[src/rtl/axi_dma_mm2s_sequencer.sv]
// axi_dma_mm2s_sequencer: AXI4-Lite master that programs the AXI DMA MM2S channel in simple
// mode for one command at a time, then polls DMASR until IOC, an error bit or a poll timeout.
module axi_dma_mm2s_sequencer #(
    parameter logic [31:0] BASE_ADDR  = 32'h0000_0000,
    parameter int          LEN_WIDTH  = 23,
    parameter int          POLL_GAP   = 16,
    parameter int          POLL_LIMIT = 4096
) (
    input  logic                 M_AXI_ACLK,
    input  logic                 M_AXI_ARESETN,
    input  logic                 cmd_valid,
    output logic                 cmd_ready,
    input  logic [31:0]          cmd_addr,
    input  logic [LEN_WIDTH-1:0] cmd_len,
    output logic                 done,
    output logic                 err,
    output logic [2:0]           err_code,
    output logic                 busy,
    output logic [31:0]          M_AXI_AWADDR,
    output logic [2:0]           M_AXI_AWPROT,
    output logic                 M_AXI_AWVALID,
    input  logic                 M_AXI_AWREADY,
    output logic [31:0]          M_AXI_WDATA,
    output logic [3:0]           M_AXI_WSTRB,
    output logic                 M_AXI_WVALID,
    input  logic                 M_AXI_WREADY,
    input  logic [1:0]           M_AXI_BRESP,
    input  logic                 M_AXI_BVALID,
    output logic                 M_AXI_BREADY,
    output logic [31:0]          M_AXI_ARADDR,
    output logic [2:0]           M_AXI_ARPROT,
    output logic                 M_AXI_ARVALID,
    input  logic                 M_AXI_ARREADY,
    input  logic [31:0]          M_AXI_RDATA,
    input  logic [1:0]           M_AXI_RRESP,
    input  logic                 M_AXI_RVALID,
    output logic                 M_AXI_RREADY
);

    localparam int PW = $clog2(POLL_LIMIT + 1);
    localparam int GW = $clog2(POLL_GAP + 1);
    localparam logic [PW-1:0] POLL_MAX = PW'(POLL_LIMIT);
    localparam logic [GW-1:0] GAP_LAST = GW'(POLL_GAP - 1);

    typedef enum logic [3:0] {
        IDLE, WR_CR, WR_SA, WR_LEN, GAP, RD_SR, CHECK, WR_CLR, DONE, ERR
    } state_t;

    state_t                state_q, state_d;
    logic [31:0]           addr_q, addr_d;
    logic [LEN_WIDTH-1:0]  len_q, len_d;
    logic [31:0]           awaddr_q, awaddr_d, wdata_q, wdata_d, araddr_q, araddr_d;
    logic                  awvalid_q, awvalid_d, wvalid_q, wvalid_d, bready_q, bready_d;
    logic                  aw_done_q, aw_done_d, w_done_q, w_done_d;
    logic                  arvalid_q, arvalid_d, rready_q, rready_d;
    logic [3:0]            sr_q, sr_d;
    logic                  rerr_q, rerr_d;
    logic [PW-1:0]         poll_q, poll_d;
    logic [GW-1:0]         gap_q, gap_d;
    logic                  done_q, done_d, err_q, err_d;
    logic [2:0]            err_code_q, err_code_d, code;
    state_t                nxt_wr;
    logic                  unused_rdata;

    assign unused_rdata = ^{M_AXI_RDATA[31:13], M_AXI_RDATA[11:7], M_AXI_RDATA[3:0]};

    always_comb begin
        state_d    = state_q;
        addr_d     = addr_q;
        len_d      = len_q;
        awaddr_d   = awaddr_q;
        wdata_d    = wdata_q;
        araddr_d   = araddr_q;
        awvalid_d  = awvalid_q;
        wvalid_d   = wvalid_q;
        bready_d   = bready_q;
        aw_done_d  = aw_done_q;
        w_done_d   = w_done_q;
        arvalid_d  = arvalid_q;
        rready_d   = rready_q;
        sr_d       = sr_q;
        rerr_d     = rerr_q;
        poll_d     = poll_q;
        gap_d      = gap_q;
        err_code_d = err_code_q;
        code       = 3'd0;
        nxt_wr     = (state_q == WR_CR) ? WR_SA : (state_q == WR_SA) ? WR_LEN :
                     (state_q == WR_LEN) ? GAP : DONE;
        unique case (state_q)
            IDLE: if (cmd_valid) begin
                addr_d  = cmd_addr;
                len_d   = cmd_len;
                poll_d  = '0;
                state_d = (cmd_len == '0) ? ERR : WR_CR;
                code    = 3'd1;
            end
            WR_CR, WR_SA, WR_LEN, WR_CLR: begin
                if (awvalid_q && M_AXI_AWREADY) begin
                    awvalid_d = 1'b0;
                    aw_done_d = 1'b1;
                end
                if (wvalid_q && M_AXI_WREADY) begin
                    wvalid_d = 1'b0;
                    w_done_d = 1'b1;
                end
                if (bready_q && M_AXI_BVALID) begin
                    bready_d = 1'b0;
                    state_d  = (M_AXI_BRESP != 2'b00) ? ERR : nxt_wr;
                    code     = 3'd2;
                end else if (aw_done_d && w_done_d) begin
                    bready_d = 1'b1;
                end
            end
            GAP: begin
                gap_d   = gap_q + 1'b1;
                state_d = (gap_q == GAP_LAST) ? RD_SR : GAP;
            end
            RD_SR: begin
                if (arvalid_q && M_AXI_ARREADY) begin
                    arvalid_d = 1'b0;
                    rready_d  = 1'b1;
                    poll_d    = poll_q + 1'b1;
                end
                if (rready_q && M_AXI_RVALID) begin
                    rready_d = 1'b0;
                    sr_d     = {M_AXI_RDATA[12], M_AXI_RDATA[6:4]};
                    rerr_d   = M_AXI_RRESP != 2'b00;
                    state_d  = CHECK;
                end
            end
            CHECK: begin
                state_d = (rerr_q || |sr_q[2:0]) ? ERR : sr_q[3] ? WR_CLR :
                          (poll_q == POLL_MAX) ? ERR : GAP;
                code    = rerr_q ? 3'd3 : |sr_q[2:0] ? 3'd4 : 3'd5;
            end
            default: state_d = IDLE;
        endcase
        // Each state entry launches its own single AXI transaction.
        if (state_d != state_q) begin
            gap_d = '0;
            if (state_d inside {WR_CR, WR_SA, WR_LEN, WR_CLR}) begin
                awvalid_d = 1'b1;
                wvalid_d  = 1'b1;
                aw_done_d = 1'b0;
                w_done_d  = 1'b0;
                awaddr_d  = BASE_ADDR + ((state_d == WR_CR) ? 32'h00 : (state_d == WR_SA) ? 32'h18 :
                                         (state_d == WR_LEN) ? 32'h28 : 32'h04);
                wdata_d   = (state_d == WR_CR) ? 32'h0000_1001 : (state_d == WR_SA) ? addr_q :
                            (state_d == WR_LEN) ? {{(32-LEN_WIDTH){1'b0}}, len_q} : 32'h0000_1000;
            end
            if (state_d == RD_SR) begin
                arvalid_d = 1'b1;
                araddr_d  = BASE_ADDR + 32'h04;
            end
        end
        done_d = state_d == DONE;
        err_d  = state_d == ERR;
        if (state_d == ERR) err_code_d = code;
    end

    always_ff @(posedge M_AXI_ACLK or negedge M_AXI_ARESETN) begin
        if (!M_AXI_ARESETN) begin
            state_q    <= IDLE;
            addr_q     <= '0;
            len_q      <= '0;
            awaddr_q   <= '0;
            wdata_q    <= '0;
            araddr_q   <= '0;
            awvalid_q  <= 1'b0;
            wvalid_q   <= 1'b0;
            bready_q   <= 1'b0;
            aw_done_q  <= 1'b0;
            w_done_q   <= 1'b0;
            arvalid_q  <= 1'b0;
            rready_q   <= 1'b0;
            sr_q       <= '0;
            rerr_q     <= 1'b0;
            poll_q     <= '0;
            gap_q      <= '0;
            done_q     <= 1'b0;
            err_q      <= 1'b0;
            err_code_q <= '0;
        end else begin
            state_q    <= state_d;
            addr_q     <= addr_d;
            len_q      <= len_d;
            awaddr_q   <= awaddr_d;
            wdata_q    <= wdata_d;
            araddr_q   <= araddr_d;
            awvalid_q  <= awvalid_d;
            wvalid_q   <= wvalid_d;
            bready_q   <= bready_d;
            aw_done_q  <= aw_done_d;
            w_done_q   <= w_done_d;
            arvalid_q  <= arvalid_d;
            rready_q   <= rready_d;
            sr_q       <= sr_d;
            rerr_q     <= rerr_d;
            poll_q     <= poll_d;
            gap_q      <= gap_d;
            done_q     <= done_d;
            err_q      <= err_d;
            err_code_q <= err_code_d;
        end
    end

    assign cmd_ready     = state_q == IDLE;
    assign busy          = state_q != IDLE;
    assign done          = done_q;
    assign err           = err_q;
    assign err_code      = err_code_q;
    assign M_AXI_AWADDR  = awaddr_q;
    assign M_AXI_AWPROT  = 3'b000;
    assign M_AXI_AWVALID = awvalid_q;
    assign M_AXI_WDATA   = wdata_q;
    assign M_AXI_WSTRB   = 4'hF;
    assign M_AXI_WVALID  = wvalid_q;
    assign M_AXI_BREADY  = bready_q;
    assign M_AXI_ARADDR  = araddr_q;
    assign M_AXI_ARPROT  = 3'b000;
    assign M_AXI_ARVALID = arvalid_q;
    assign M_AXI_RREADY  = rready_q;

endmodule

[config.mk]
export PLATFORM = sky130hd
export DESIGN_NAME = axi_dma_mm2s_sequencer
export DESIGN_NICKNAME = d
export VERILOG_FILES = /design/src/rtl/axi_dma_mm2s_sequencer.sv
export SDC_FILE = /design/constraint.sdc
export NUM_CORES = 1
export LEC_CHECK = 0
export ABC_CLOCK_PERIOD_IN_PS = 7800
export CAP_MARGIN = 20
export CORE_MARGIN = 5
export CORE_UTILIZATION = 45
export DETAILED_ROUTE_END_ITERATION = 16
export PLACE_DENSITY = 0.8
export RECOVER_POWER = 50
export SLEW_MARGIN = 10
export SYNTH_ARGS = -nofsm -noshare
export SYNTH_HDL_FRONTEND = slang
export SYNTH_SLANG_ARGS = --single-unit
[constraint.sdc]
create_clock -name M_AXI_ACLK -period 7.8 [get_ports M_AXI_ACLK]
set_clock_uncertainty 0.05 [all_clocks]
set_input_delay 0.78 -clock M_AXI_ACLK [delete_from_list [all_inputs] [get_ports M_AXI_ACLK]]
set_output_delay 0.78 -clock M_AXI_ACLK [all_outputs]
set_load 0.005 [all_outputs]
==> impl_metrics.csv, run 1 <==
group,metric,value,unit
critical_path,worstPathMaxFanout,72,
critical_path,max_stage_delay,2.26,ns
place,numPortBuffers,119,
global_routing,gr-total-overflow,0,
min_path,min_path_type,"reg -> reg",
global_routing,grt_pass1_wl,23210,µm
logic_synthesis,synthCells,639,
logic_synthesis,syn_area_per_cell,9.869,µm²
critical_path,required,7.95,ns
clock_tree,worst_skew_pair.late_latency,0.41,ns
logic_synthesis,async_flop_share,100.0,%
outcome,status,"finished with violations",
floorplanning,die_height,128.4,µm
clock_tree,cts_sinks,131,
logic_synthesis,syn-cell-area,6306,µm²
clock_tree,holdBufCountCts,0,
sta,setup_viol,0,
place,place.detailed.hpwl,9981,µm
cells_and_area,nFillCells,1203,
clock_tree,cts-root-buf,"clkbuf_16",
floorplanning,die-area,16480,µm²
global_routing,grtUsageTotal,17.74,%
clock_tree,clockBufferDepth,2,
sta,fin_crit,4.521,ns
clock_tree,cts_tree,"built",
critical_path,startpoint_type,"input pin",
logic_synthesis,synth_top_cell_area_share,51.98,%
outcome,violations,"max-capacitance violations, max-slew violations",
drt,drc,0,
floorplanning,core_area,13830,µm²
sta,finalHoldViolations,0,
logic_synthesis,yosysTopAreaCell,"dfrtp_1",
critical_path,crit_family,"buffers and inverters",
critical_path,crit_slowest_cell,"clkbuf_1",
sta,worstMarginPinSlew,3.242,ns
critical_path,crit_arrival,4.67,ns
sta,finalWorstSetupSlack,3.279,ns
logic_synthesis,synth-seq-cells,131,
cells_and_area,antenna_cells,0,
clock_tree,ctsHtreeMaxLevel,4,
critical_path,critPathKind,"in -> async",
logic_synthesis,synthFlopType,"dfrtp_1",
clock_tree,cts.reportedPaths.clkPinSlew,0.06,ns
place,preCtsSetupSlack,3.556,ns
cells_and_area,area_growth,25.79,%
logic_synthesis,synthTopCellsByArea,"dfrtp_1 52%, nand2_1 11%, buf_4 8.5%",
pwr,ir_worst_vdd,0.1288,mV
drt,ant_nets,0,
drt,post_drt_wl_per_cell,15.37,µm
sta,rsz0062_at_grt,"false",
sta,fin_crit_sh,57.96,%
sta,final.setup.tns,0,ns
logic_synthesis,seq_area_frac_synth,51.98,%
place,gp_congestion,0.8135,
global_routing,antenna_found_initial,0,
logic_synthesis,yosysMostFrequentCell,"nand2_1",
cells_and_area,drive_above_1_share,6.815,%
floorplanning,fp.dieW,128.4,µm
drt,firstDrtPassIters,4,
cells_and_area,layout.nets,854,
clock_tree,cts_buffers,17,
pwr,p_leak,0.003809,µW
critical_path,worst-path-buf-inv,2,
floorplanning,fp-row-count,43,
logic_synthesis,ys_warn_count,0,
sta,drv_slew,134,
logic_synthesis,synth_edf_count,0,
critical_path,worstPathCellList,"clkbuf_1 > clkbuf_2",
sta,hold_ws,0.4013,ns
job,maxCapViolCount,2,
cells_and_area,design_area,7933,µm²
clock_tree,post-cts-setup-buffer-count,0,
logic_synthesis,synthDistinctLibCells,60,
sta,clock.fmax,221.2,MHz
drt,finalWirelength,14490,µm
global_routing,grt_max_degree,73,
global_routing,grt_pass1_vias,4623,
logic_synthesis,netlist_top_cells_count,"181 x nand2_1, 131 x dfrtp_1, 71 x buf_4",
clock_tree,cts_resized,0,
drt,viasPerCell,4.892,
drt,vias,4613,
pwr,power_density,190.3,nW/µm²
floorplanning,io_pins,217,
floorplanning,start_util,45.61,%
drt,initialDrtViolationCount,228,
critical_path,worstSetupEndpointType,"asynchronous set/reset pin",
sta,relSlewSlack,-116.2,%
place,placed_cell_area,7333,µm²
[cell usage in the layout (no fill, tap or decap), drive strengths merged, types with 2 or more instances in the layout]
master,Yosys,routed
a21o,3,3
a21oi,10,10
a22o,10,10
a311oi,3,3
a31oi,4,4
a32o,3,3
and2,5,5
and3,3,3
and4bb,2,2
buf,85,4
bufinv,0,2
clkbuf,13,21
clkdlybuf4s50,0,107
clkinv,0,4
clkinvlp,0,5
conb,2,69
dfrtp,131,131
dlygate4sd3,0,11
ha,4,4
inv,14,15
mux2,8,8
mux2i,23,23
nand2,181,181
nand2b,5,5
nand3,4,4
nand4,6,6
nor2,28,28
nor3,11,11
nor3b,3,3
nor4,8,8
o21ai,9,9
o2bb2ai,22,22
or2,2,2
or3,2,2
or4,4,4
xnor2,9,9
xor2,5,5
[final cells by class]
type	instances	area [µm²]	area share, %
clock inverters	12	133.9	1.688
inverters	14	52.55	0.6625
well taps	180	225.2	2.839
flip-flops and latches	131	3278	41.32
clock buffers	19	442.9	5.584
repair buffers	124	1244	15.68
multi-input cells	463	2556	32.22
[routing by layer]
metal	share of wire [%]	wire length (µm)	GRT usage (%)
met3	6.7	974	4.566
met2	48	7026	28.53
met1	43	6174	22.86
met4	2.2	319	7.428
met5	0	0	0
[report_power, final]
part	internal, µW	switching (µW)	total (µW)
sequential	680	0	680
combinational	31.1	30.0	61.1
clock	477	291	768
[cell families (layout without fill, tap and decap cells)]
| family | after synthesis | in the layout | share of synthesized area (%) |
|---|---|---|---|
| DFF | 131 | 131 | 51.98 |
| other | 2 | 69 | 0.1191 |
| buffers and inverters | 112 | 169 | 11.45 |
| and+or+nand+nor | 267 | 267 | 18.57 |
| muxes | 31 | 31 | 5.079 |
| adders and majority gates | 4 | 4 | 0.7937 |
| AOI/OAI and AO/OA | 78 | 78 | 10.06 |
| xor gates and xnor gates | 14 | 14 | 1.944 |
[worst paths after layout]
kind,slack (ns),end,start,depth (start not counted)
worst max-delay path,3.28,M_AXI_BREADY,M_AXI_ARESETN,2
worst min-delay path,0.40,M_AXI_ARADDR[2],M_AXI_ARADDR[2],1
worst max register to register,4.14,M_AXI_WDATA[0],rerr_q,7
worst min register to register,0.40,M_AXI_ARADDR[2],M_AXI_ARADDR[2],1
max in group M_AXI_ACLK,3.96,M_AXI_WDATA[0],M_AXI_BVALID,8
min in group asynchronous,1.41,poll_q[11],M_AXI_ARESETN,1
[flip-flops by register name, summed over array words and instances (netlist names)]
| register | cells |
|---|---|
| M_AXI_WDATA | 32 |
| addr_q | 32 |
| len_q | 23 |
| poll_q | 13 |
| gap_q | 5 |
| M_AXI_AWADDR | 4 |
| sr_q | 4 |
| state_q | 4 |
| err_code | 3 |
| M_AXI_ARADDR | 1 |
| M_AXI_ARVALID | 1 |
| M_AXI_AWVALID | 1 |
| M_AXI_BREADY | 1 |
| M_AXI_RREADY | 1 |
| M_AXI_WVALID | 1 |
| aw_done_q | 1 |
| done | 1 |
| err | 1 |
| rerr_q | 1 |
| w_done_q | 1 |
[per-stage QoR]
step / total power, µW / std cells / util, %
after floorplan: 725.7 / 706 / -
after global placement: 753.6 / 910 / 53.04
after detailed placement: 753.7 / 910 / 53.04
after CTS: 1526 / 941 / 57.21
after global routing: 1559 / 943 / 57.37
final: 1509 / 943 / 57.37
Note: power is estimated with default switching activity, not from simulation.
==> run 2, diff against run 1 <==
Settings changed: ABC_CLOCK_PERIOD_IN_PS 7800 to 3680, CORE_UTILIZATION 45 to 41, PLACE_DENSITY 0.8 to 0.76.
Clock period 7.8 ns to 3.68 ns, I/O delays scaled along.
==> impl_metrics.csv, run 2 (same netlist as run 1, synthesis figures left out) <==
group,metric,value,unit
outcome,violations,"max-capacitance violations, max-slew violations",
global_routing,grt_pass1_vias,4749,
critical_path,r2r-start,"state_q[3]",
floorplanning,io_pins,217,
clock_tree,worst_skew_pair.late_latency,0.41,ns
critical_path,worstPathMaxFanout,16,
global_routing,grt_max_degree,110,
clock_tree,ctsHtreeMaxLevel,4,
job,maxCapViolCount,1,
floorplanning,die-area,17960,µm²
pwr,ir_worst_vdd,0.3014,mV
clock_tree,clockBufferDepth,2,
cells_and_area,layout.nets,867,
place,preCtsSetupSlack,0.3159,ns
floorplanning,fp.dieW,134.0,µm
cells_and_area,final_util,53.64,%
critical_path,regToRegSetupSlack,0.43,ns
sta,relSlewSlack,-47.52,%
clock_tree,cts_tree,"built",
clock_tree,cts_buffers,17,
sta,drv_slew,38,
cells_and_area,drive_above_1_share,8.634,%
clock_tree,post-cts-setup-buffer-count,0,
sta,fin_crit,3.252,ns
cells_and_area,layout_commonest_cell,"nand2_1",
min_path,min_path_type,"reg -> reg",
critical_path,reg2reg_to,"M_AXI_WDATA[19]",
drt,vias,4679,
critical_path,worstSetupEndpointType,"register",
floorplanning,core_area,15150,µm²
sta,final.setup.tns,0,ns
drt,initialDrtViolationCount,265,
clock_tree,holdBufCountCts,0,
cells_and_area,nFillCells,1336,
critical_path,r2r_cells,7,
outcome,status,"finished with violations",
drt,finalWirelength,14810,µm
drt,ant_nets,0,
clock_tree,cts.reportedPaths.clkPinSlew,0.06,ns
min_path,hold_depth,1,
global_routing,grtUsageTotal,16.62,%
global_routing,gr-total-overflow,0,
sta,finalWorstSetupSlack,0.4282,ns
floorplanning,die_height,134.0,µm
critical_path,startpoint_type,"register",
floorplanning,start_util,41.64,%
critical_path,crit_end,"M_AXI_WDATA[19]",
cells_and_area,seq_area,3278,µm²
global_routing,grt_pass1_wl,23750,µm
place,place.detailed.hpwl,10320,µm
pwr,power.total,3366,µW
global_routing,antenna_found_initial,0,
clock_tree,cts_resized,0,
place,gp_congestion,0.8694,
cells_and_area,final_cell_mix,"180 x nand2_1, 131 x dfrtp_1, 100 x clkdlybuf4s50_1",
clock_tree,cts_sinks,131,
pwr,power_density,414.3,nW/µm²
drt,post_drt_wl_per_cell,15.36,µm
cells_and_area,antenna_cells,0,
sta,finalHoldViolations,0,
drt,firstDrtPassIters,4,
place,numPortBuffers,119,
clock_tree,cts-root-buf,"clkbuf_16",
sta,clock.fmax,307.5,MHz
drt,viasPerCell,4.854,
sta,fin_crit_sh,88.37,%
sta,rsz0062_at_grt,"false",
pwr,p_leak,0.003922,µW
floorplanning,fp-row-count,45,
critical_path,cp-startpoint,"state_q[3]",
place,dpl.cell_count,930,
cells_and_area,area_growth,28.83,%
sta,setup_viol,0,
drt,drc,0,
cells_and_area,multi_input_area,2559,µm²
critical_path,critPathKind,"reg -> reg",
critical_path,required,3.92,ns
cells_and_area,layout.cells.non_filler,964,
critical_path,crit_arrival,3.50,ns
sta,worstMarginPinSlew,2.213,ns
==> run 2: routing by layer <==
| layer | routed length, µm | GRT usage (%) |
|---|---|---|
| met1 | 6640 | 21.97 |
| met2 | 7114 | 26.81 |
| met3 | 862 | 4.239 |
| met4 | 188 | 5.656 |
| met5 | 0 | 0 |
==> run 2: worst min-delay path by stage <==
stage	startpoint	end	slack, ns
final	M_AXI_ARADDR[2]	M_AXI_ARADDR[2]	0.41
after global routing	cmd_addr[23]	addr_q[23]	0.41
after global placement	M_AXI_ARADDR[2]	M_AXI_ARADDR[2]	0.39
after floorplan	M_AXI_ARESETN	M_AXI_ARADDR[2]	0.02
after CTS	M_AXI_ARESETN	len_q[8]	0.09
after detailed placement	M_AXI_ARADDR[2]	M_AXI_ARADDR[2]	0.40
==> run 2: cell type report <==
class                           count  share of cell area [%]
Sequential cell                   131                   40.35
Multi-Input combinational cell    463                   31.50
Timing Repair Buffer              137                   16.80
Clock buffer                       19                   5.575
Tap cell                          188                   2.895
Clock inverter                     12                   2.233
Inverter                           14                  0.6469
==> run 2: worst max-delay path, cell delays in order, from the launching register on <==
cell       delay, ns
dfrtp_1         0.51
and4bb_1        0.29
and2_0          0.34
o31a_1          0.35
a2111o_1        0.50
o21ai_2         0.69
buf_4           0.30
o2bb2ai_1       0.09
==> run 2: power breakdown <==
group / switching, µW / internal [µW] / total (µW)
Clock: 621 / 1170 / 1790
Combinational: 65.6 / 71.8 / 137
Sequential: 0 / 1440 / 1440
==> run 2: through the flow <==
stage               hold WS, ns  instance area [µm²]
finish                   0.4076                 8124
global route             0.4122                 8124
CTS                     0.09292                 8080
detailed placement       0.4031                 7446
global placement         0.3939                 7446
floorplan               0.02241                 6558
